===== src/rtl/coredma_cache_pkg.sv =====
// Shared defaults and output-buffer state encoding for the CoreDMA cache controller.
package coredma_cache_pkg;

  localparam int DEF_WIDTH = 128;
  localparam int DEF_DEPTH = 128;
  localparam int DEF_AW    = $clog2(DEF_DEPTH);

  typedef enum logic [1:0] {
    OB_EMPTY = 2'd0,
    OB_ONE   = 2'd1,
    OB_TWO   = 2'd2
  } ob_state_e;

endpackage


===== src/rtl/coredma_cache_obuf.sv =====
// Two-entry output buffer behind the 1-cycle RAM read port. A word arriving
// while the buffer is empty is presented straight to the drain side, so a
// streaming FIFO sees neither an extra cycle of latency nor a bubble.
module coredma_cache_obuf
  import coredma_cache_pkg::*;
#(
  parameter int WIDTH = DEF_WIDTH
) (
  input  logic             clk,
  input  logic             rst_n,
  input  logic             flush,
  input  logic             in_valid,
  input  logic [WIDTH-1:0] in_data,
  input  logic             out_ready,
  output logic             out_valid,
  output logic [WIDTH-1:0] out_data,
  output logic [1:0]       cnt
);

  ob_state_e        state, state_nxt;
  logic [WIDTH-1:0] head, tail;
  logic             pop, pop_reg, load;

  assign out_valid = (state != OB_EMPTY) | in_valid;
  assign out_data  = (state != OB_EMPTY) ? head : (in_valid ? in_data : '0);
  assign cnt       = state;

  // state register
  always_ff @(posedge clk or negedge rst_n) begin
    if (!rst_n) state <= OB_EMPTY;
    else        state <= state_nxt;
  end

  // next state: a pop only leaves the registers when they held the head;
  // a bypassed word taken on arrival never gets loaded
  always_comb begin
    pop       = out_valid & out_ready;
    pop_reg   = pop & (state != OB_EMPTY);
    load      = in_valid & ~((state == OB_EMPTY) & pop);
    state_nxt = state;
    case (state)
      OB_EMPTY: if (load) state_nxt = OB_ONE;
      OB_ONE: begin
        if (load & ~pop_reg)      state_nxt = OB_TWO;
        else if (~load & pop_reg) state_nxt = OB_EMPTY;
      end
      OB_TWO:   if (pop_reg) state_nxt = OB_ONE;
      default:  state_nxt = OB_EMPTY;
    endcase
    if (flush) state_nxt = OB_EMPTY;
  end

  // data registers; head is always the oldest word
  always_ff @(posedge clk or negedge rst_n) begin
    if (!rst_n) begin
      head <= '0;
      tail <= '0;
    end else if (!flush) begin
      case (state)
        OB_EMPTY: if (load) head <= in_data;
        OB_ONE: begin
          if (load & pop_reg) head <= in_data;
          else if (load)      tail <= in_data;
        end
        OB_TWO:   if (pop_reg) head <= tail;
        default: ;
      endcase
    end
  end

endmodule


===== src/rtl/coredma_cache_buf_ctrl.sv =====
// Cache RAM sequencing: presents the dual-port cache as a FWFT FIFO between
// the DMA fill and drain sides. Owns pointers, RAM occupancy and read prefetch.
module coredma_cache_buf_ctrl
  import coredma_cache_pkg::*;
#(
  parameter int WIDTH = DEF_WIDTH,
  parameter int DEPTH = DEF_DEPTH,
  parameter int AW    = DEF_AW
) (
  input  logic             clock,
  input  logic             reset_n,
  input  logic             flush,
  input  logic             fill_valid,
  output logic             fill_ready,
  input  logic [WIDTH-1:0] fill_data,
  output logic             drain_valid,
  input  logic             drain_ready,
  output logic [WIDTH-1:0] drain_data,
  output logic [AW:0]      level,
  output logic             empty,
  output logic             full,
  output logic             ram_wen,
  output logic [AW-1:0]    ram_waddr,
  output logic [WIDTH-1:0] ram_wdata,
  output logic             ram_ren,
  output logic [AW-1:0]    ram_raddr,
  input  logic [WIDTH-1:0] ram_rdata
);

  localparam logic [AW:0] DEPTH_C = (AW+1)'(DEPTH);

  logic [AW-1:0] wptr, rptr;
  logic [AW:0]   ram_cnt;
  logic          rd_inflight;
  logic          rdy_en;
  logic [1:0]    obuf_cnt;
  logic          fill_hs;

  // rdy_en keeps fill_ready (and hence ram_wen) low while in reset
  assign fill_ready = rdy_en & (ram_cnt < DEPTH_C) & ~flush;
  assign fill_hs    = fill_valid & fill_ready;
  assign full       = rdy_en & ~fill_ready & ~flush;

  assign ram_wen    = fill_hs;
  assign ram_waddr  = wptr;
  assign ram_wdata  = fill_data;

  // at most two words downstream of the RAM, so the buffer can never overflow
  assign ram_ren    = (ram_cnt != '0) & ((obuf_cnt + {1'b0, rd_inflight}) < 2'd2) & ~flush;
  assign ram_raddr  = rptr;

  assign level = ram_cnt + (AW+1)'(rd_inflight) + (AW+1)'(obuf_cnt);
  assign empty = (level == '0);

  // fill side opens on the first edge after reset release
  always_ff @(posedge clock or negedge reset_n) begin
    if (!reset_n) rdy_en <= 1'b0;
    else          rdy_en <= 1'b1;
  end

  // pointers, RAM occupancy and read-in-flight flag
  always_ff @(posedge clock or negedge reset_n) begin
    if (!reset_n) begin
      wptr        <= '0;
      rptr        <= '0;
      ram_cnt     <= '0;
      rd_inflight <= 1'b0;
    end else if (flush) begin
      wptr        <= '0;
      rptr        <= '0;
      ram_cnt     <= '0;
      rd_inflight <= 1'b0;
    end else begin
      if (fill_hs) wptr <= wptr + AW'(1);
      if (ram_ren) rptr <= rptr + AW'(1);
      rd_inflight <= ram_ren;
      case ({fill_hs, ram_ren})
        2'b10:   ram_cnt <= ram_cnt + (AW+1)'(1);
        2'b01:   ram_cnt <= ram_cnt - (AW+1)'(1);
        default: ;
      endcase
    end
  end

  coredma_cache_obuf #(.WIDTH(WIDTH)) u_obuf (
    .clk       (clock),
    .rst_n     (reset_n),
    .flush     (flush),
    .in_valid  (rd_inflight),
    .in_data   (ram_rdata),
    .out_ready (drain_ready),
    .out_valid (drain_valid),
    .out_data  (drain_data),
    .cnt       (obuf_cnt)
  );

endmodule


===== config.mk =====
export PLATFORM = sky130hd
export DESIGN_NAME = coredma_cache_buf_ctrl
export DESIGN_NICKNAME = d
export VERILOG_FILES = /design/src/rtl/coredma_cache_pkg.sv /design/src/rtl/coredma_cache_obuf.sv /design/src/rtl/coredma_cache_buf_ctrl.sv
export SDC_FILE = /design/constraint.sdc
export NUM_CORES = 1
export LEC_CHECK = 0
export CAP_MARGIN = 20
export CORE_UTILIZATION = 25
export DETAILED_ROUTE_END_ITERATION = 10
export SLEW_MARGIN = 20
export SYNTH_ARGS = -nofsm -noshare
export SYNTH_HDL_FRONTEND = slang
export SYNTH_SLANG_ARGS = --single-unit

===== constraint.sdc =====
create_clock -name clock -period 6.56 [get_ports clock]
set_clock_uncertainty 0.2 [all_clocks]
set_input_delay 1.64 -clock clock [delete_from_list [all_inputs] [get_ports clock]]
set_output_delay 1.64 -clock clock [all_outputs]
set_load 0.03 [all_outputs]

Word-level counts from Yosys, hierarchy flattened
Index checks and enable logic that the tools add are counted.
- add/subtract/negate cells: 7
- order comparisons: 2
- eq/ne operators: 10
- mux-type cells: 19
- bitwise logic cells: 21
- reduce and logical (&&, ||, !) cells: 11
- operator list (cell ; number):
    two-way mux 128 bit ; 5
    one-hot mux 128 bit (3 select lines) ; 1
    two-way mux 7 bit ; 4
    one-hot mux 8 bit (2 select lines) ; 1
    adder 7 x 1 -> 7 bit, second input constant ; 2
    AND 1 bit ; 14
    two-way mux 2 bit ; 5
    adder 8 x 1 -> 8 bit ; 1
    adder 8 x 1 -> 8 bit, second input constant ; 1
    adder 8 x 2 -> 8 bit ; 1
    logical NOT 8 bit ; 1
    < comparator 8 bit, second input constant ; 1
    two-way mux 8 bit ; 1
    nonzero test 8 bit ; 1
    subtractor 8 x 1 -> 8 bit, second input constant ; 1
    inequality test 2 x 1 -> 1 bit, second input constant ; 3
    inequality test 3 x 2 -> 1 bit, second input constant ; 2
    inverter 1 bit ; 6
    one-hot mux 2 bit (3 select lines) ; 1
    nonzero test 2 bit ; 3
    nonzero test 3 bit ; 2
    AND reduction 5 bit ; 1
    == test 2 x 1 -> 1 bit, second input constant ; 2
    == test 2 bit, second input constant ; 2
    8 further kinds ; 8
- flip-flop bits (word level): 282
- bits of input ports: 261
- output and inout port bits: 284
- logic and storage cells: 78

Logic depth before layout (Yosys ltp)
- word-level depth: 12
- gate-level depth with buffers: 16
- depth with buffers taken out: 10

Cells and area by module
From an unflattened synthesis, not the netlist that was laid out.
- cells, all modules: 1443
- area total of the unflattened synthesis: 15706.3 sq um
- modules (own cells, without submodules) (module ; instances ; cells each ; area each (sq um) ; seq. area each (sq um)):
    coredma_cache_obuf ; 1 ; 1129 ; 12981.2 ; 6456.2
    coredma_cache_buf_ctrl ; 1 ; 314 ; 2725.1 ; 600.6

Least setup slack after synthesis
Ideal clock, no wire load.
- path type: reg-to-output
- start: reg rd_inflight
- end: out empty
- arrival: 3.245 ns
- required time: 4.720 ns
- slack: 1.475 ns
- stages on the path, launching flop included: 10
- buffers on the path: 2
- cell sequence: dfrtp_1 buf_2 clkbuf_1 inv_1 fa_1 fa_1 nand2b_1 nor2_1 xnor2_1 nor4_1
- longest elaborated chain between the ends: 3
- ends and longest elaborated chain (element ; line ; RTL):
    start: declaration ; coredma_cache_buf_ctrl.sv:34 ; logic rd_inflight;
    start signal: assignment ; coredma_cache_buf_ctrl.sv:76 ; rd_inflight <= ram_ren;
    adder 8 x 1 -> 8 bit ; coredma_cache_buf_ctrl.sv:52 ; assign level = ram_cnt + (AW+1)'(rd_inflight) + (AW+1)'(obuf_cnt);
    adder 8 x 2 -> 8 bit ; coredma_cache_buf_ctrl.sv:52 ;
    net level[6] ; coredma_cache_buf_ctrl.sv:19 ; output logic [AW:0] level,
    logical NOT 8 bit ; coredma_cache_buf_ctrl.sv:53 ; assign empty = (level == '0);
    end: declaration ; coredma_cache_buf_ctrl.sv:20 ; output logic empty,
The timed path passes the listed nets, and every way through them passes these cells.

Worst setup path after layout
- start: reg u_obuf.state[0] (netlist: u_obuf.cnt[0])
- end: out empty
- longest elaborated chain between the ends: 2
- ends and longest elaborated chain (element ; line ; RTL):
    start: declaration ; coredma_cache_obuf.sv:20 ; ob_state_e state, state_nxt;
    start signal: assignment ; coredma_cache_obuf.sv:31 ; else state <= state_nxt;
    adder 8 x 2 -> 8 bit ; coredma_cache_buf_ctrl.sv:52 ;
    logical NOT 8 bit ; coredma_cache_buf_ctrl.sv:53 ;
No other way between the ends.

==> metrics.md <==
| Metric | Value |
|---|---|
| Status | complete, no violations |
| Clock Pin Slew Worst Setup and Hold Paths | 0.06 ns |
| Critical Path Start Type | flop |
| CTS root buffer | clkbuf_16 |
| Storage cell area | 7060 um^2 |
| Yosys warns | 0 |
| H-tree depth | 2 |
| Pre-CTS setup slack | 1.22 ns |
| Tot Pwr | 7.87 mW |
| Max IR drop VDD | 0.305 mV |
| CP Capture Type | output pin |
| Max_cap viols | 0 |
| First-pass GRT wire length | 69,500 um |
| Met2 wire length | 22,400 um |
| Final Util | 31.5% |
| Setup slack, reg-to-reg | 2.09 ns |
| Nets | 1,970 |
| Wire length on met3 | 3400 um |
| Metal-1 WL | 16,800 um |
| Final wirelength | 44,400 um |
| Area grow syn2layout | 24.2% |
| Die span in y | 250 um |
| Gate count of the mapped netlist | 1,588 |
| Final worst slack | 1.01 ns |
| IO buf count | 288 |
| Final Hold Vio Count | 0 |
| Rows | 90 |
| Antenna violations before repair | 0 |
| Top cell by count, worst path | fa_1 |
| Max Slew Vio Count | 0 |
| Antenna Violating Nets Remaining | 0 |
| Critical path arrival | 3.71 ns |
| Final setup violation count | 0 |
| Layout cells sized above 1 | 15.6% |
| RSZ-0062 raised after global routing | false |
| Final Cycle Share | 84.6% |
| Leakage Power | 8.22 nW |
| Final min period | 5.55 ns |
| Vias per inst | 4.61 |
| Grt ovf | 0 |
| Placer Congestion | 0.778 |
| Post-CTS Resized | 0 |
| Post-DP HPWL | 29,000 um |
| Highest routed layer | met4 |
| Routed WL per cell | 17.8 um |
| CTS Sinks | 282 |
| Measured slew at the worst slew-check pin | 0.990 ns |
| Antenna cells | 0 |
| Die X | 250 um |
| Crit-path max FO | 10 |
| Critical-path top delay cell | clkdlybuf4s50_1 |
| Critical path, cell by cell | inv_1, fa_1, fa_1, nand2b_1, nor2_1, xnor2_1, nor4_1, clkdlybuf4s50_1 |
| Initial Util | 25.3% |
| Via count | 11.5k |
| # fillers | 6,111 |
| # DRC | 0 |
| Unique masters post-synth | 48 |
| DRT iter0 DRCs | 561 |
| Most frequent cells in the layout | nand2_1, clkdlybuf4s50_1, dfrtp_1 |
| Core area | 60,500 um^2 |
| Worst min path class | reg -> reg |
| All-Layer GR Usage | 14.1% |
| Hold_buf cts | 0 |
| Crit path kind | reg -> out |
| Largest net degree at the start of global routing | 138 |
| Syn Nets | 1,863 |
| Slew HR | 34.0% |
| Setup TNS | 0 ns |
| CTS buffer count | 34 |
| WP buf/inv | 2 |
| Cell area after synthesis | 15,300 um^2 |
| CP max stage delay | 0.72 ns |
| Sequential area share after synthesis | 46.0% |
| # IOs | 545 |
| Hold Worst Slack | 0.276 ns |
| FF+latch count, synth | 282 |
| Syn_area_per_cell | 9.65 um^2 |
| Vias in the first global route | 11.9k |
| Worst skew pair latency | 0.53 ns |
| Most common cell after layout, fill and taps aside | nand2_1 |
| Pwr Density | 414 nW/um^2 |
| Max Root-Sink Buffers | 3 |
| CTS tree | built |
| Required @ worst endpoint | 4.72 ns |
| Drt first pass iters | 5 |
| Peak Freq | 180 MHz |
| Die ar. | 62,300 um^2 |
| Footprint of the multi-input gates | 6780 um^2 |
| Post-CTS Setup Inserts | 0 |
| Largest delay share family, worst path | buffers and inverters |
==> power by group <==
group | switching (mW) | internal [mW]
clock | 0.733 | 1.13
sequential | 0.472 | 2.56
combinational | 1.66 | 1.31
==> path summary, 6_finish.rpt <==
| path | startpoint | to | depth (start not counted) |
|---|---|---|---|
| setup / recovery | u_obuf.cnt[0]$_DFFE_PN0P_ | empty | 8 |
| hold / removal | u_obuf.head[64]$_DFFE_PN0P_ | u_obuf.head[64]$_DFFE_PN0P_ | 2 |
| min in group asynchronous | reset_n | u_obuf.tail[19]$_DFFE_PN0P_ | 1 |
| setup reg to reg | rd_inflight$_DFF_PN0_ | ram_cnt[7]$_DFFE_PN0P_ | 11 |
| max in group asynchronous | reset_n | u_obuf.tail[111]$_DFFE_PN0P_ | 2 |
| hold reg to reg | u_obuf.head[64]$_DFFE_PN0P_ | u_obuf.head[64]$_DFFE_PN0P_ | 2 |
==> cell usage after synthesis, drive strengths merged <==
cell type | n | share of area, %
o22a | 1 | 0.057
o21bai | 1 | 0.073
o21ai | 136 | 5.2
nor4 | 3 | 0.16
a2111oi | 1 | 0.057
nor4b | 2 | 0.11
nand2 | 402 | 10
or3 | 3 | 0.12
inv | 11 | 0.27
mux2i | 130 | 8.5
ha | 11 | 0.90
or3b | 1 | 0.057
nor2b | 3 | 0.12
nand3 | 132 | 4.3
conb | 1 | 0.024
a21o | 4 | 0.20
o2bb2ai | 1 | 0.057
a21oi | 17 | 0.58
and2 | 4 | 0.16
dfrtp | 282 | 46
a22oi | 2 | 0.13
clkbuf | 57 | 1.4
and3 | 3 | 0.12
nor3b | 3 | 0.18
a211oi | 3 | 0.15
nor2 | 26 | 0.64
and3b | 1 | 0.057
nand2b | 3 | 0.12
xor2 | 10 | 0.57
mux2 | 131 | 9.6
buf | 180 | 8.3
nand3b | 1 | 0.049
xnor2 | 10 | 0.57
fa | 3 | 0.39
nand4 | 5 | 0.20
nor3 | 4 | 0.13
==> area by class of cell <==
class | count | area share [%]
timing repair buffer | 308 | 16.3
multi-input combinational | 1058 | 35.6
sequential | 282 | 37.1
clock inverter | 7 | 0.611
tap | 782 | 5.14
inverter | 11 | 0.217
clock buffer | 48 | 5.02
==> registers in the layout (all words and copies together), names as in the netlist <==
| name | flops |
|---|---|
| rdy_en | 1 |
| u_obuf.cnt | 2 |
| ram_raddr | 7 |
| ram_cnt | 8 |
| u_obuf.tail | 128 |
| ram_waddr | 7 |
| u_obuf.head | 128 |
| rd_inflight | 1 |
==> layer usage <==
metal / GRT usage (%) / up-vias
met1: 15.5 / 5587
met3: 4.37 / 117
met4: 6.77 / 0
met5: 0 / -
li1: - / 5429
met2: 24.7 / 368
==> through the flow <==
step | cells | area [um^2]
after floorplan | 1588 | 15300
after global placement | 2440 | 17900
after detailed placement | 2441 | 18000
after CTS | 2496 | 19000
after global routing | 2496 | 19000
final | 2496 | 19000
==> cells by family (layout without fill, tap and decap cells) <==
| group | Yosys count | in the layout | share of synthesized area (%) |
|---|---|---|---|
| simple gates | 596 | 596 | 16.9 |
| flops | 282 | 282 | 46.0 |
| mux | 261 | 261 | 18.1 |
| buf+inv | 248 | 374 | 10.0 |
| compound gates | 166 | 166 | 6.47 |
| xor+xnor | 20 | 20 | 1.14 |
| fa+ha+maj | 14 | 14 | 1.29 |
| other cells | 1 | 1 | 0.0245 |
==> worst register-to-register path: cells and delay by family (launching register included) <==
kind | cells | cell delay (ns)
DFF | 1 | 0.40
AOI/OAI and AO/OA | 5 | 1.50
buffers and inverters | 2 | 0.70
and+or+nand+nor | 3 | 1.11
adders and majority gates | 1 | 0.43
Power figures use the tool's default switching activity.
